### src/rtl/mul_queue_pkg.sv
// Shared definitions for the queued shift-add multiply accelerator:
// register offsets, STATUS bit positions and engine state encoding.
package mul_queue_pkg;

  localparam logic [3:0] OFF_OPA     = 4'h0;
  localparam logic [3:0] OFF_OPB     = 4'h1;
  localparam logic [3:0] OFF_CTRL    = 4'h2;
  localparam logic [3:0] OFF_INTR_EN = 4'h3;
  localparam logic [3:0] OFF_INTR    = 4'h4;
  localparam logic [3:0] OFF_STATUS  = 4'h5;
  localparam logic [3:0] OFF_RES_LO  = 4'h6;
  localparam logic [3:0] OFF_RES_HI  = 4'h7;

  localparam int STAT_BUSY      = 0;
  localparam int STAT_JOB_FULL  = 1;
  localparam int STAT_JOB_EMPTY = 2;
  localparam int STAT_RES_FULL  = 3;
  localparam int STAT_RES_EMPTY = 4;
  localparam int STAT_ERR       = 5;
  localparam int STAT_RUN       = 6;
  localparam int STAT_JOB_CNT   = 8;
  localparam int STAT_RES_CNT   = 16;

  typedef enum logic [1:0] {
    ST_IDLE = 2'd0,
    ST_MUL  = 2'd1,
    ST_PUSH = 2'd2
  } state_t;

endpackage

### src/rtl/mul_queue_core_if.sv
// Slave-window bus between the decoder/master and the multiply queue core.
interface mul_queue_core_if;
  logic        S_sel;
  logic        S_wr;
  logic [7:0]  S_addr;
  logic [31:0] S_din;
  logic [31:0] S_dout;
  logic        interrupt;

  modport master (output S_sel, S_wr, S_addr, S_din, input S_dout, interrupt);
  modport slave  (input S_sel, S_wr, S_addr, S_din, output S_dout, interrupt);
endinterface

### src/rtl/sync_fifo.sv
// Show-ahead synchronous FIFO; rdata is the head entry. Pop on empty and
// push on full are ignored, except that a full FIFO accepts a push when popped.
module sync_fifo #(
  parameter int DATA_W = 8,
  parameter int DEPTH  = 4
) (
  input  logic                       clk,
  input  logic                       reset,
  input  logic                       push,
  input  logic                       pop,
  input  logic [DATA_W-1:0]          wdata,
  output logic [DATA_W-1:0]          rdata,
  output logic                       full,
  output logic                       empty,
  output logic [$clog2(DEPTH+1)-1:0] count
);

  localparam int PTR_W = $clog2(DEPTH);
  localparam int CNT_W = $clog2(DEPTH + 1);

  logic [DATA_W-1:0] mem [DEPTH];
  logic [PTR_W-1:0]  wr_ptr;
  logic [PTR_W-1:0]  rd_ptr;
  logic              do_push;
  logic              do_pop;

  assign empty   = (count == '0);
  assign full    = (count == CNT_W'(DEPTH));
  assign do_pop  = pop && !empty;
  assign do_push = push && (!full || do_pop);
  assign rdata   = mem[rd_ptr];

  // NOTE: sequential state uses <= so every register samples pre-edge values.
  always_ff @(posedge clk) begin
    if (reset) begin
      wr_ptr <= '0;
      rd_ptr <= '0;
      count  <= '0;
    end else begin
      if (do_push) wr_ptr <= wr_ptr + PTR_W'(1);
      if (do_pop)  rd_ptr <= rd_ptr + PTR_W'(1);
      case ({do_push, do_pop})
        2'b10:   count <= count + CNT_W'(1);
        2'b01:   count <= count - CNT_W'(1);
        default: ;
      endcase
    end
  end

  // NOTE: the storage array is deliberately not reset; pointers alone mark valid entries.
  always_ff @(posedge clk) begin
    if (do_push) mem[wr_ptr] <= wdata;
  end

endmodule

### src/rtl/mul_queue_core.sv
// Bus-slave multiply accelerator: operand pairs queue in a job FIFO, a radix-2
// shift-add engine drains them into a result FIFO and interrupts when done.
module mul_queue_core
  import mul_queue_pkg::*;
#(
  parameter int WIDTH = 32,
  parameter int DEPTH = 4
) (
  input  logic            clk,
  input  logic            reset,
  mul_queue_core_if.slave bus
);

  localparam int PW    = 2 * WIDTH;
  localparam int CNT_W = $clog2(DEPTH + 1);
  localparam int BIT_W = $clog2(WIDTH);

  logic [3:0]       off;
  logic             wr_en, rd_en;
  logic             ctrl_wr, ctrl_clear, ctrl_start;
  logic             fifo_reset;

  logic             job_push, job_pop, job_full, job_empty;
  logic [PW-1:0]    job_rdata;
  logic [CNT_W-1:0] job_count;
  logic [WIDTH-1:0] job_a, job_b;

  logic             res_push, res_pop, res_full, res_empty;
  logic [PW-1:0]    res_rdata;
  logic [CNT_W-1:0] res_count;
  logic [63:0]      prod_ext;

  state_t           state;
  logic             run, err, intr_en, intr_pending, busy;
  logic [WIDTH-1:0] op_a;
  logic [PW-1:0]    mcand, acc;
  logic [WIDTH-1:0] mplier;
  logic [BIT_W-1:0] bit_cnt;
  logic [31:0]      rd_data, dout_q;
  logic             unused_bus;

  assign off        = bus.S_addr[3:0];
  assign wr_en      = bus.S_sel && bus.S_wr;
  assign rd_en      = bus.S_sel && !bus.S_wr;
  assign ctrl_wr    = wr_en && (off == OFF_CTRL);
  assign ctrl_clear = ctrl_wr && bus.S_din[1];
  assign ctrl_start = ctrl_wr && bus.S_din[0] && !bus.S_din[1];
  assign unused_bus = ^{bus.S_addr[7:4], bus.S_din};

  // Clear flushes both queues through their synchronous reset.
  assign fifo_reset = reset || ctrl_clear;

  assign job_push = wr_en && (off == OFF_OPB);
  assign job_pop  = (state == ST_IDLE) && run && !job_empty;
  assign job_a    = job_rdata[PW-1:WIDTH];
  assign job_b    = job_rdata[WIDTH-1:0];
  assign res_push = (state == ST_PUSH) && !res_full;
  assign res_pop  = rd_en && (off == OFF_RES_HI) && !res_empty;
  assign prod_ext = 64'(res_rdata);
  assign busy     = (state != ST_IDLE);

  sync_fifo #(.DATA_W(PW), .DEPTH(DEPTH)) u_job_fifo (
    .clk   (clk),
    .reset (fifo_reset),
    .push  (job_push),
    .pop   (job_pop),
    .wdata ({op_a, bus.S_din[WIDTH-1:0]}),
    .rdata (job_rdata),
    .full  (job_full),
    .empty (job_empty),
    .count (job_count)
  );

  sync_fifo #(.DATA_W(PW), .DEPTH(DEPTH)) u_res_fifo (
    .clk   (clk),
    .reset (fifo_reset),
    .push  (res_push),
    .pop   (res_pop),
    .wdata (acc),
    .rdata (res_rdata),
    .full  (res_full),
    .empty (res_empty),
    .count (res_count)
  );

  always_ff @(posedge clk) begin
    if (reset) begin
      state        <= ST_IDLE;
      run          <= 1'b0;
      err          <= 1'b0;
      intr_en      <= 1'b0;
      intr_pending <= 1'b0;
      op_a         <= '0;
      mcand        <= '0;
      mplier       <= '0;
      acc          <= '0;
      bit_cnt      <= '0;
    end else begin
      if (wr_en && (off == OFF_OPA))     op_a    <= bus.S_din[WIDTH-1:0];
      if (wr_en && (off == OFF_INTR_EN)) intr_en <= bus.S_din[0];
      if (wr_en && (off == OFF_INTR) && bus.S_din[0]) intr_pending <= 1'b0;
      if (job_push && job_full && !job_pop) err <= 1'b1;
      if (ctrl_start && !run) run <= 1'b1;

      case (state)
        ST_IDLE: begin
          if (run) begin
            if (!job_empty) begin
              mcand   <= PW'(job_a);
              mplier  <= job_b;
              acc     <= '0;
              bit_cnt <= '0;
              state   <= ST_MUL;
            end else begin
              // Queue drained: one interrupt per start, then stop.
              intr_pending <= 1'b1;
              run          <= 1'b0;
            end
          end
        end
        ST_MUL: begin
          if (mplier[0]) acc <= acc + mcand;
          mcand   <= mcand << 1;
          mplier  <= mplier >> 1;
          bit_cnt <= bit_cnt + BIT_W'(1);
          if (bit_cnt == BIT_W'(WIDTH - 1)) state <= ST_PUSH;
        end
        ST_PUSH: begin
          if (!res_full) state <= ST_IDLE;
        end
        default: state <= ST_IDLE;
      endcase

      // Clear overrides everything above, including an in-flight product.
      if (ctrl_clear) begin
        state        <= ST_IDLE;
        run          <= 1'b0;
        err          <= 1'b0;
        intr_pending <= 1'b0;
      end
    end
  end

  always_comb begin
    // NOTE: default first so every path assigns rd_data and no latch is inferred.
    rd_data = '0;
    case (off)
      OFF_INTR_EN: rd_data[0] = intr_en;
      OFF_INTR:    rd_data[0] = intr_pending;
      OFF_STATUS: begin
        rd_data[STAT_BUSY]          = busy;
        rd_data[STAT_JOB_FULL]      = job_full;
        rd_data[STAT_JOB_EMPTY]     = job_empty;
        rd_data[STAT_RES_FULL]      = res_full;
        rd_data[STAT_RES_EMPTY]     = res_empty;
        rd_data[STAT_ERR]           = err;
        rd_data[STAT_RUN]           = run;
        rd_data[STAT_JOB_CNT +: 8]  = 8'(job_count);
        rd_data[STAT_RES_CNT +: 8]  = 8'(res_count);
      end
      OFF_RES_LO:  if (!res_empty) rd_data = prod_ext[31:0];
      OFF_RES_HI:  if (!res_empty) rd_data = prod_ext[63:32];
      default:     ;
    endcase
  end

  always_ff @(posedge clk) begin
    if (reset)      dout_q <= '0;
    else if (rd_en) dout_q <= rd_data;
  end

  assign bus.S_dout    = dout_q;
  assign bus.interrupt = intr_pending && intr_en;

endmodule

### src/flat_wrapper.sv
// flat-port wrapper written by rule: the top's interface ports become plain ports
module mul_queue_core_flat import mul_queue_pkg::*;
#(
  parameter int WIDTH = 32,
  parameter int DEPTH = 4
)
  (clk, reset, bus_S_sel, bus_S_wr, bus_S_addr, bus_S_din, bus_S_dout, bus_interrupt);
  mul_queue_core_if bus_i ();
  input  logic clk;
  input  logic reset;
  input wire logic [$bits(bus_i.S_sel)-1:0] bus_S_sel;
  input wire logic [$bits(bus_i.S_wr)-1:0] bus_S_wr;
  input wire logic [$bits(bus_i.S_addr)-1:0] bus_S_addr;
  input wire logic [$bits(bus_i.S_din)-1:0] bus_S_din;
  output wire logic [$bits(bus_i.S_dout)-1:0] bus_S_dout;
  output wire logic [$bits(bus_i.interrupt)-1:0] bus_interrupt;
  assign bus_i.S_sel = bus_S_sel;
  assign bus_i.S_wr = bus_S_wr;
  assign bus_i.S_addr = bus_S_addr;
  assign bus_i.S_din = bus_S_din;
  assign bus_S_dout = bus_i.S_dout;
  assign bus_interrupt = bus_i.interrupt;
  mul_queue_core #(.WIDTH(WIDTH), .DEPTH(DEPTH)) u_core (.clk(clk), .reset(reset), .bus(bus_i));
endmodule
### config.mk
export PLATFORM = sky130hd
export DESIGN_NAME = mul_queue_core_flat
export DESIGN_NICKNAME = d
export VERILOG_FILES = /design/src/rtl/mul_queue_pkg.sv /design/src/rtl/mul_queue_core_if.sv /design/src/rtl/sync_fifo.sv /design/src/rtl/mul_queue_core.sv /design/src/flat_wrapper.sv
export SDC_FILE = /design/constraint.sdc
export NUM_CORES = 1
export LEC_CHECK = 0
export BUFFER_PORTS_ARGS = -buffer_cell sky130_fd_sc_hd__buf_2
export CORE_MARGIN = 4
export CORE_UTILIZATION = 46
export CTS_BUF_LIST = sky130_fd_sc_hd__clkbuf_8
export DETAILED_ROUTE_END_ITERATION = 10
export SLEW_MARGIN = 20
export SYNTH_ARGS = -nofsm -noshare
export SYNTH_HDL_FRONTEND = slang
export SYNTH_HIERARCHICAL = 1
export SYNTH_SLANG_ARGS = --single-unit
### constraint.sdc
create_clock -name clk -period 4.35 [get_ports clk]
set_input_delay 0.2175 -clock clk [delete_from_list [all_inputs] [get_ports clk]]
set_output_delay 0.2175 -clock clk [all_outputs]
set_load 0.005 [all_outputs]
==> results of run 1 <==
[worst paths after layout]
path / start / to
max reg2reg: u_core/acc[0] / u_core/acc[34]
min reg2reg: u_core/bus.S_dout[4] / u_core/bus.S_dout[4]
max: u_core/acc[0] / u_core/acc[34]
min: bus_S_din[19] / u_core/u_job_fifo/mem[2][19]
[layout by cell type (no fill, tap or decap), types with 12 or more instances in the layout]
cell / n
dfxtp_1: 249
a21o_1: 37
nand2_1: 316
a22o_1: 24
dlygate4sd3_1: 40
a222oi_1: 20
buf_4: 24
and3_1: 12
buf_2: 71
clkbuf_8: 149
o21ai_0: 53
nor2_1: 182
a311oi_1: 64
xor2_1: 31
clkinv_1: 18
nand2b_1: 17
o21bai_1: 13
nand3_1: 66
a31oi_1: 15
inv_1: 76
a22oi_1: 31
ha_1: 74
clkinv_2: 13
a21oi_1: 147
mux4_2: 124
nor2b_1: 14
xnor2_1: 31
nor3_1: 25
edfxtp_1: 512
nand4_1: 15
[power by group through the flow]
| stage | Sequential [mW] | Clock, mW | Combinational [mW] |
|---|---|---|---|
| 2_1_floorplan | 7.85 | 0 | 0.0589 |
| 3_3_place_gp | 7.85 | 0 | 0.122 |
| 3_5_place_dp | 7.85 | 0 | 0.125 |
| 4_1_cts | 7.69 | 6.51 | 0.154 |
| 5_1_grt | 7.69 | 6.87 | 0.167 |
| 6_report | 7.70 | 6.32 | 0.153 |
[what timing repair did]
| item | CTS | global route |
|---|---|---|
| gates resized for setup | 0 | 0 |
| hold buffers | 40 | 0 |
| endpoints found under the hold margin | 213 | 0 |
| setup endpoints to repair | 0 | 0 |
[sequential cells by signal, indices dropped and copies added, names as in the netlist, 3 cells and up, named ones only]
name / flops
u_core/op_a: 32
u_core/u_job_fifo/count: 3
u_core/u_res_fifo/mem: 256
u_core/mcand: 64
u_core/acc: 64
u_core/bus.S_dout: 32
u_core/u_job_fifo/mem: 256
u_core/bit_cnt: 5
u_core/mplier: 32
u_core/u_res_fifo/count: 3
[cell usage after synthesis (15+ instances only)]
| library cell | number | share of area (%) |
|---|---|---|
| o21ai_0 | 53 | 0.82 |
| nor2_1 | 185 | 2.2 |
| a31oi_1 | 15 | 0.29 |
| nand2_1 | 317 | 3.7 |
| nor3_1 | 27 | 0.42 |
| a21oi_1 | 147 | 2.3 |
| mux4_2 | 124 | 8.7 |
| buf_2 | 18 | 0.28 |
| xor2_1 | 31 | 0.84 |
| clkbuf_1 | 107 | 1.2 |
| a21o_1 | 37 | 0.86 |
| dfxtp_1 | 253 | 16 |
| a22o_1 | 24 | 0.65 |
| nor2b_1 | 15 | 0.29 |
| nand2b_1 | 18 | 0.35 |
| nand3_1 | 66 | 1.0 |
| nand4_1 | 15 | 0.29 |
| ha_1 | 74 | 2.9 |
| inv_1 | 33 | 0.38 |
| a311oi_1 | 64 | 1.7 |
| a22oi_1 | 31 | 0.72 |
| a222oi_1 | 20 | 0.62 |
| edfxtp_1 | 512 | 48 |
| xnor2_1 | 31 | 0.84 |
[kinds of logic after synthesis]
| logic type | count (synthesis) | synth area share (%) |
|---|---|---|
| compound gates | 485 | 10.5 |
| xor+xnor | 62 | 1.68 |
| fa+ha+maj | 77 | 3.05 |
| buf+inv | 185 | 2.65 |
| flops | 765 | 63.3 |
| mux | 136 | 9.23 |
| simple gates | 702 | 9.57 |
[layout make-up]
type	instances	area, um^2
diodes	2	5.00
clock buffers	149	2050
clock inverters	89	556
fillers	5787	32500
inverters	34	128
multi-input cells	1462	11000
flip-flops and latches	765	20400
well taps	931	1160
repair buffers	147	1170
[metal layers]
metal	wire length [um]	GRT usage (%)
met5	0	0
met1	32600	26.6
met4	1240	6.28
met2	34400	32.3
met3	4240	3.83
[worst max-delay path, stage by stage (launching register included)]
cell,delay (ns)
dfxtp_1,0.41
ha_1,0.20
inv_1,0.06
fa_1,0.39
nor2b_1,0.22
o2111ai_1,0.16
a21oi_1,0.36
o21ai_1,0.26
nand2_1,0.25
a31oi_1,0.15
o21ai_0,0.42
a31oi_1,0.16
xor2_1,0.16
o21ai_0,0.15
==> summary.md, run 1 <==
| Metric | Value |
|---|---|
| Initial Util | a little under half |
| Hold Path Stages | 2 |
| First-pass GRT wire length | 115000 um |
| Mapped Area | roughly 32000 um^2 |
| Switch Pwr | 2.93 mW |
| Post-route insts no fill | between 3000 and 4000 |
| Vias | 20200 |
| Layout cell share with drive strength beyond 1 | about 17% |
| Root buffer cell | clkbuf_8 |
| Synthesized Nets | about 2500 |
| Tot Pwr | approximately 14 mW |
| HPWL Detailed | approximately 45000 um |
| Setup TNS | 0 ns |
| # nets final | roughly 2700 |
| Routed length per instance | ~20 um |
| Final Hold Viols | 0 |
| CTS tree | yes |
| FF+latch count, synth | 765 |
| Critical path arrival | 4.07 ns |
| Switching Share | between 20% and 30% |
| Fmax | 0.294 GHz |
| Die width | 273 um |
| Top Ports | 77 |
| Dpl ws | 1.03 ns |
| Aggregate global routing overflow | 0 |
| Placeable Area | 69100 um^2 |
| Flop pwr share | 54.3% |
| CTS buffer count | ~130 |
| Skew-Pair Late Insertion Delay | roughly 0.75 ns |
| Part of the power in the clock network | between 40% and 50% |
| Worst reg-to-reg path cell count | 13 |
| Postcts setup bufs | 0 |
| Tmin final | approximately 3.4 ns |
| Largest net degree at the start of global routing | slightly below 100 |
| RSZ-0062 raised after global routing | false |
| Worst VDD drop | roughly 400 uV |
| Vias/cell | roughly 5.6 |
| Final core occ | between 50% and 60% |
| Routed WL | roughly 73000 um |
| Layout Area Growth over Synthesis | 13.3% |
| GPL Wtd Cong | ~0.88 |
| Pint | 11.2 mW |
| Worst Hold Class | input port to flop |
| MaxCap Viol Count | 0 |
| Setup slack after layout | 0.944 ns |
| DIE HEIGHT | between 200 and 300 um |
| Transition time of the tightest slew-check pin | a little under 1 ns |
| Setup-failing EPs final | 0 |
| Pleak | 13.0 nW |
| Async S/R FF share, synth | 0% |
| Die area | roughly 74000 um^2 |
| PwrDens | 388 nW/um^2 |
| Status | finished clean |
| Critical Path RT | between 5 and 6 ns |
| DRC | 0 |
| Syn. warnings | 6 |
| H-tree depth | 4 |
| Seq/Total Area, Yosys | between 60% and 70% |
| Vias in the first global route | about 21000 |
| Reg2reg setup slack | between 0.9 and 1 ns |
| EDFF count, synth | between 500 and 600 |
| Antenna violations before repair | 3 |
| Worst Skew | between 0.02 and 0.03 ns |
| Max FO, Critical Path | 6 |
| Post-Place Cells | ~3300 |
| Type of the worst setup path | flop to flop |
| Reg clk slew, reported paths | 0.06 ns |
| Placed Area | 33500 um^2 |
| ANT nets after route | 0 |
| CTS max path bufs | 3 |
| First drt pass iteration count | 5 |
| Post-synthesis average cell area | between 10 and 15 um^2 |
| Final hold slack | about 0.25 ns |
| Port buffer count | 72 |
| Final Cycle Share | 78.3% |
| Cells after Synth | about 2400 |
| Library cells used by synthesis | 86 |
| Critical Path Start Type | flop |
| Design Area, Final | 36600 um^2 |
| Max-slew headroom | approximately 36% |
| Setup crit end kind | flop |
| Final Slew Violations | 0 |
| CTS Sinks | roughly 770 |
| Overall Global Routing Usage | between 10% and 20% |
| Site Rows | 96 |
| Main flop type after synthesis | edfxtp_1 |
| Initial DRC Count | about 1500 |
| Logic pwr share | under 10% |
Note: power is estimated with default switching activity, not from simulation.
==> run 2, diff against run 1 <==
==> constraint.sdc (replaced) <==
create_clock -name clk -period 2.9 [get_ports clk]
set_input_delay 0.145 -clock clk [delete_from_list [all_inputs] [get_ports clk]]
set_output_delay 0.145 -clock clk [all_outputs]
set_load 0.005 [all_outputs]
==> run 2 against run 1 <==
Cell count rose by 4.1%. Hold slack lost 0.19 ns. Via count rose by 3.4%. First-iteration DRC count up 0.97%.
==> summary.md, run 2 (synthesis gave the netlist of run 1 again) <==
| Metric | Value |
|---|---|
| RSZ-0062 raised after global routing | true |
| First drt pass iteration count | 6 |
| Initial Util | a little under half |
| GPL Wtd Cong | 0.890 |
| Setup-failing EPs final | 0 |
| CTS max path bufs | 3 |
| Critical Path RT | between 3 and 4 ns |
| Final Hold Viols | 0 |
| Type of the worst setup path | flop to flop |
| Placed Area | roughly 35000 um^2 |
| Worst Skew | 0.0416 ns |
| Top Ports | 77 |
| Vias/cell | ~5.6 |
| Die width | about 270 um |
| Die area | 74500 um^2 |
| Final hold slack | around 0.065 ns |
| Final Slew Violations | 0 |
| Aggregate global routing overflow | 0 |
| Most frequent cells in the layout | 512 x edfxtp_1, 316 x nand2_1, 243 x dfxtp_1 |
| Post-route insts no fill | between 3000 and 4000 |
| PwrDens | 547 nW/um^2 |
| Setup crit end kind | flop |
| Max-slew headroom | 51.0% |
| Setup slack after layout | slightly above 0.06 ns |
| Worst Hold Class | input port to flop |
| CTS buffer count | approximately 120 |
| Critical Path Start Type | flop |
| H-tree depth | 3 |
| Placeable Area | about 69000 um^2 |
| CP max-delay cell | fa_2 |
| Commonest non-fill, non-tap cell in the layout | edfxtp_1 |
| MaxCap Viol Count | 0 |
| DIE HEIGHT | 273 um |
| Worst VDD drop | about 500 uV |
| Tmin final | 2.84 ns |
| Max FO, Critical Path | 4 |
| CTS Sinks | roughly 770 |
| Crit path cell chain | ha_4 -> inv_2 -> fa_2 -> nor2b_4 -> o2111ai_2 -> a21oi_2 -> buf_4 -> o21ai_4 -> a211o_1 -> o211ai_2 -> a21boi_2 -> o31ai_2 -> xnor2_1 -> o21ai_1 |
| # nets final | ~2800 |
| Root buffer cell | clkbuf_8 |
| Status | finished clean |
| DRC | 0 |
| Critical path's largest stage delay | 0.38 ns |
| Dpl ws | -0.191 ns |
| Area of the multi-input gates | 11400 um^2 |
| Skew-Pair Late Insertion Delay | around 0.74 ns |
| Flop pwr share | 55.4% |
| HPWL Detailed | approximately 50000 um |
| Final Cycle Share | between 90 and 100% |
| Setup TNS | 0 ns |
| Layout cell share with drive strength beyond 1 | about a quarter |
| Part of the power in the clock network | a little over two fifths |
| Switch Pwr | around 4.4 mW |
| Pint | 16.5 mW |
| Critical path arrival | between 3 and 4 ns |
| Register area | 20500 um^2 |
| Routed length per instance | 20.3 um |
| Layout Area Growth over Synthesis | 17.9% |
| Fill cells | 5715 |
| Largest net degree at the start of global routing | around 100 |
| Fmax | ~0.35 GHz |
| First-pass GRT wire length | approximately 120000 um |
| ANT nets after route | 0 |
| Port buffer count | 72 |
| Transition time of the tightest slew-check pin | 0.735 ns |
| Pleak | about 14 nW |
| Top Registers | u_core/u_job_fifo/mem (256), u_core/u_res_fifo/mem (256) |
| Site Rows | 96 |
| Reg clk slew, reported paths | approximately 0.060 ns |
| Final core occ | between 50 and 60% |
| Design Area, Final | 38100 um^2 |
| Initial DRC Count | 1564 |
| Switching Share | around a fifth |
| Logic pwr share | between 1 and 1.5% |
| Overall Global Routing Usage | about 20% |
| Tot Pwr | 20.8 mW |
| Routed WL | 75400 um |
| Vias in the first global route | roughly 21000 |
| CTS tree | yes |
| Antenna violations before repair | 3 |
| Vias | 20900 |
| Post-Place Cells | between 3000 and 4000 |
## run 2: layout make-up
class / count / share of cell area (%)
antenna: 1 / 0.00657
clock buffer: 143 / 5.17
clock inverter: 89 / 1.35
inverter: 34 / 0.335
multi-input combinational: 1462 / 29.8
sequential: 765 / 53.7
tap: 931 / 3.06
timing repair buffer: 299 / 6.49
## run 2: what timing repair did
item | CTS | global route
pin swaps | 2 | 29
endpoints found under the setup margin | 11 | 28
gates resized for setup | 6 | 65
hold endpoints to repair | 243 | 0
setup buffers | 0 | 5
hold buffers | 39 | 0
## run 2: final timing paths
| path | start | end | slack, ns | cells after the start |
|---|---|---|---|---|
| worst min-delay path | bus_S_wr | flop | 0.06 | 6 |
| worst min register to register | u_core/mcand[36] | u_core/mcand[37] | 0.46 | 2 |
| worst max register to register | u_core/mcand[0] | u_core/acc[60] | 0.06 | 14 |
| worst max-delay path | u_core/mcand[0] | u_core/acc[60] | 0.06 | 14 |
## run 2: per-layer routing
metal	vias up	global-route usage (%)	routed length, um
met5	-	0	21
met4	4	6.89	2200
met3	152	3.47	4070
met2	605	33.2	35800
met1	10400	28.0	33300
li1	9749	-	-
## run 2: worst max-delay path, delay by kind of cell, from the launching register on
family                   cells  cell delay (ns)
adder cells (fa/ha/maj)      2             0.52
AND/OR/NAND/NOR              1             0.13
flip-flops                   1             0.36
AO/OA/AOI/OAI                8             1.35
buffers and inverters        2             0.20
XOR/XNOR                     1             0.15
## run 2: power by group through the flow
stage / clock network [mW] / registers (mW) / logic (mW)
floorplan: 0 / 11.8 / 0.0883
global placement: 0 / 11.8 / 0.192
detailed placement: 0 / 11.8 / 0.197
CTS: 9.33 / 11.5 / 0.240
global route: 9.87 / 11.5 / 0.260
finish: 9.05 / 11.5 / 0.238
==> run 3, diff against run 2 <==
==> constraint.sdc (replaced) <==
create_clock -name clk -period 3.6 [get_ports clk]
set_input_delay 0.18 -clock clk [delete_from_list [all_inputs] [get_ports clk]]
set_output_delay 0.18 -clock clk [all_outputs]
set_load 0.005 [all_outputs]
==> run 3 against run 2 <==
Cell count is 3.6% lower. Clock power is 20% lower. Sequential share of layout area is 2.3 points higher. Critical path type unchanged.
==> summary.md, run 3 (synthesis gave the netlist of run 1 again) <==
| Metric | Value |
|---|---|
| Critical Path RT | between 4 and 5 ns |
| Placed Area | 33700 um^2 |
| Transition time of the tightest slew-check pin | between 0.9 and 1 ns |
| Design Area, Final | 36500 um^2 |
| Vias in the first global route | between 20000 and 25000 |
| Commonest non-fill, non-tap cell in the layout | edfxtp_1 |
| Setup-failing EPs final | 0 |
| Max FO, Critical Path | 8 |
| H-tree depth | 4 |
| Final core occ | between 50% and 60% |
| Top Ports | 77 |
| Top Registers | u_core/u_job_fifo/mem (256), u_core/u_res_fifo/mem (256) |
| Root buffer cell | clkbuf_8 |
| HPWL Detailed | between 40000 and 50000 um |
| Final Hold Viols | 0 |
| Initial DRC Count | between 1000 and 1500 |
| Setup crit end kind | flop |
| Die area | between 70000 and 80000 um^2 |
| Overall Global Routing Usage | approximately a fifth |
| Critical Path Start Type | flop |
| Final Cycle Share | between 90% and 100% |
| Die width | ~270 um |
| CTS buffer count | between 100 and 150 |
| Flop pwr share | between 50 and 60% |
| HP Start | bus_S_wr |
| RSZ-0062 raised after global routing | false |
| Reg2reg setup slack | roughly 0.29 ns |
| Vias/cell | 5.65 |
| Aggregate global routing overflow | 0 |
| Status | finished clean |
| First-pass GRT wire length | approximately 120000 um |
| CTS max path bufs | 3 |
| Pint | between 10 and 15 mW |
| Worst Hold Class | input port to flop |
| Setup TNS | 0 ns |
| GPL Wtd Cong | between 0.8 and 0.9 |
| Logic pwr share | roughly 1.1% |
| Tmin final | ~3.3 ns |
| Most frequent cells in the layout | 512 x edfxtp_1, 317 x nand2_1, 249 x dfxtp_1 |
| Initial Util | between 40% and 50% |
| Max-slew headroom | roughly 38% |
| Hold Path Stages | 6 |
| Worst r2r src | u_core/acc[16] |
| # nets final | roughly 2700 |
| MaxCap Viol Count | 0 |
| Final hold slack | 0.0934 ns |
| Largest net degree at the start of global routing | between 80 and 90 |
| Layout cell share with drive strength beyond 1 | between 15 and 20% |
| CTS tree | yes |
| Part of the power in the clock network | approximately 43% |
| Fill cells | 5900 |
| Vias | just over 20000 |
| Routed WL | 73200 um |
| Fmax | between 0.3 and 0.4 GHz |
| Antenna violations before repair | 1 |
| PwrDens | around 460 nW/um^2 |
| Switching Share | a little over a fifth |
| CTS Sinks | around 770 |
| ANT nets after route | 0 |
| Skew-Pair Late Insertion Delay | 0.75 ns |
| Switch Pwr | 3.49 mW |
| Worst Skew | 0.0281 ns |
| Worst VDD drop | 309 uV |
| Layout Area Growth over Synthesis | 13.1% |
| Postcts setup bufs | 0 |
| DIE HEIGHT | ~270 um |
| Site Rows | between 90 and 100 |
| Port buffer count | 72 |
| Type of the worst setup path | flop to flop |
| Critical path arrival | 3.94 ns |
| First drt pass iteration count | 6 |
| Reg clk slew, reported paths | ~0.06 ns |
| Final Slew Violations | 0 |
| FF-to-FF End | u_core/acc[49] |
| Placeable Area | a little under 70000 um^2 |
| Pleak | around 13 nW |
| DRC | 0 |
| Worst reg-to-reg path cell count | 11 |
| Routed length per instance | just over 20 um |
run 3: cell count changes in the layout (fill, tap and decap cells not counted), sizes merged:
cell,before,now
diode,1,2
clkbuf,143,149
inv,82,94
clkinv,35,22
clkinvlp,2,4
bufinv,4,1
buf,260,121
run 3: worst max-delay path by stage:
stage          cells after the start           start  slack [ns]                           to
4_1_cts                           13   u_core/acc[0]        0.16               u_core/acc[50]
5_1_grt                           13   u_core/acc[0]        0.01               u_core/acc[50]
3_3_place_gp                      13   u_core/acc[0]        0.26               u_core/acc[50]
3_5_place_dp                      13   u_core/acc[0]        0.19               u_core/acc[50]
6_report                          11  u_core/acc[16]        0.29               u_core/acc[49]
2_1_floorplan                      7   bus_S_addr[0]        0.03  u_core/u_res_fifo/mem[2][0]
run 3: final cells by class:
type                    count  area [um^2]  share of cell area [%]
diodes                      2         5.00                  0.0137
clock buffers             149         2050                    5.62
flip-flops and latches    765        20400                    56.0
repair buffers            160         1270                    3.49
inverters                  34          128                   0.350
well taps                 931         1160                    3.19
clock inverters            87          388                    1.06
multi-input cells        1462        11000                    30.2
run 3: what timing repair did:
item | CTS | global route
resized for setup | 0 | 1
setup endpoints to repair | 0 | 3
hold buffers | 39 | 0
hold endpoints to repair | 198 | 0
run 3: layer usage:
layer / GRT usage, % / vias up / wire length, um
li1: - / 9499 / -
met1: 26.6 / 10100 / 32600
met2: 32.7 / 584 / 34700
met3: 3.89 / 123 / 4170
met4: 6.79 / 0 / 1670
met5: 0 / - / 0
run 3: per-stage QoR:
step                cells  power [mW]  setup slack, ns
floorplan            2412        9.55           0.0307
CTS                  3588        16.9            0.159
global route         3590        17.3           0.0118
detailed placement   3313        9.64            0.190
global placement     3313        9.63            0.264
finish               3590        16.7            0.291
run 3: critical path, stage by stage, from the launching register on:
cell and delay (ns):
dfxtp_1 0.44, ha_1 0.38, a21oi_1 0.20, o21ai_0 0.18, a211oi_1 0.33, o31ai_1 0.11
a311oi_1 0.48, o41ai_4 0.22, a22oi_2 0.31, a21o_2 0.28, mux2i_1 0.21, nand2_1 0.06
run 3: power by group through the flow:
stage	clock [mW]	sequential [mW]	combinational (mW)
6_report	7.20	9.30	0.189
3_3_place_gp	0	9.48	0.151
5_1_grt	7.83	9.29	0.206
2_1_floorplan	0	9.48	0.0711
4_1_cts	7.43	9.30	0.189
3_5_place_dp	0	9.48	0.155
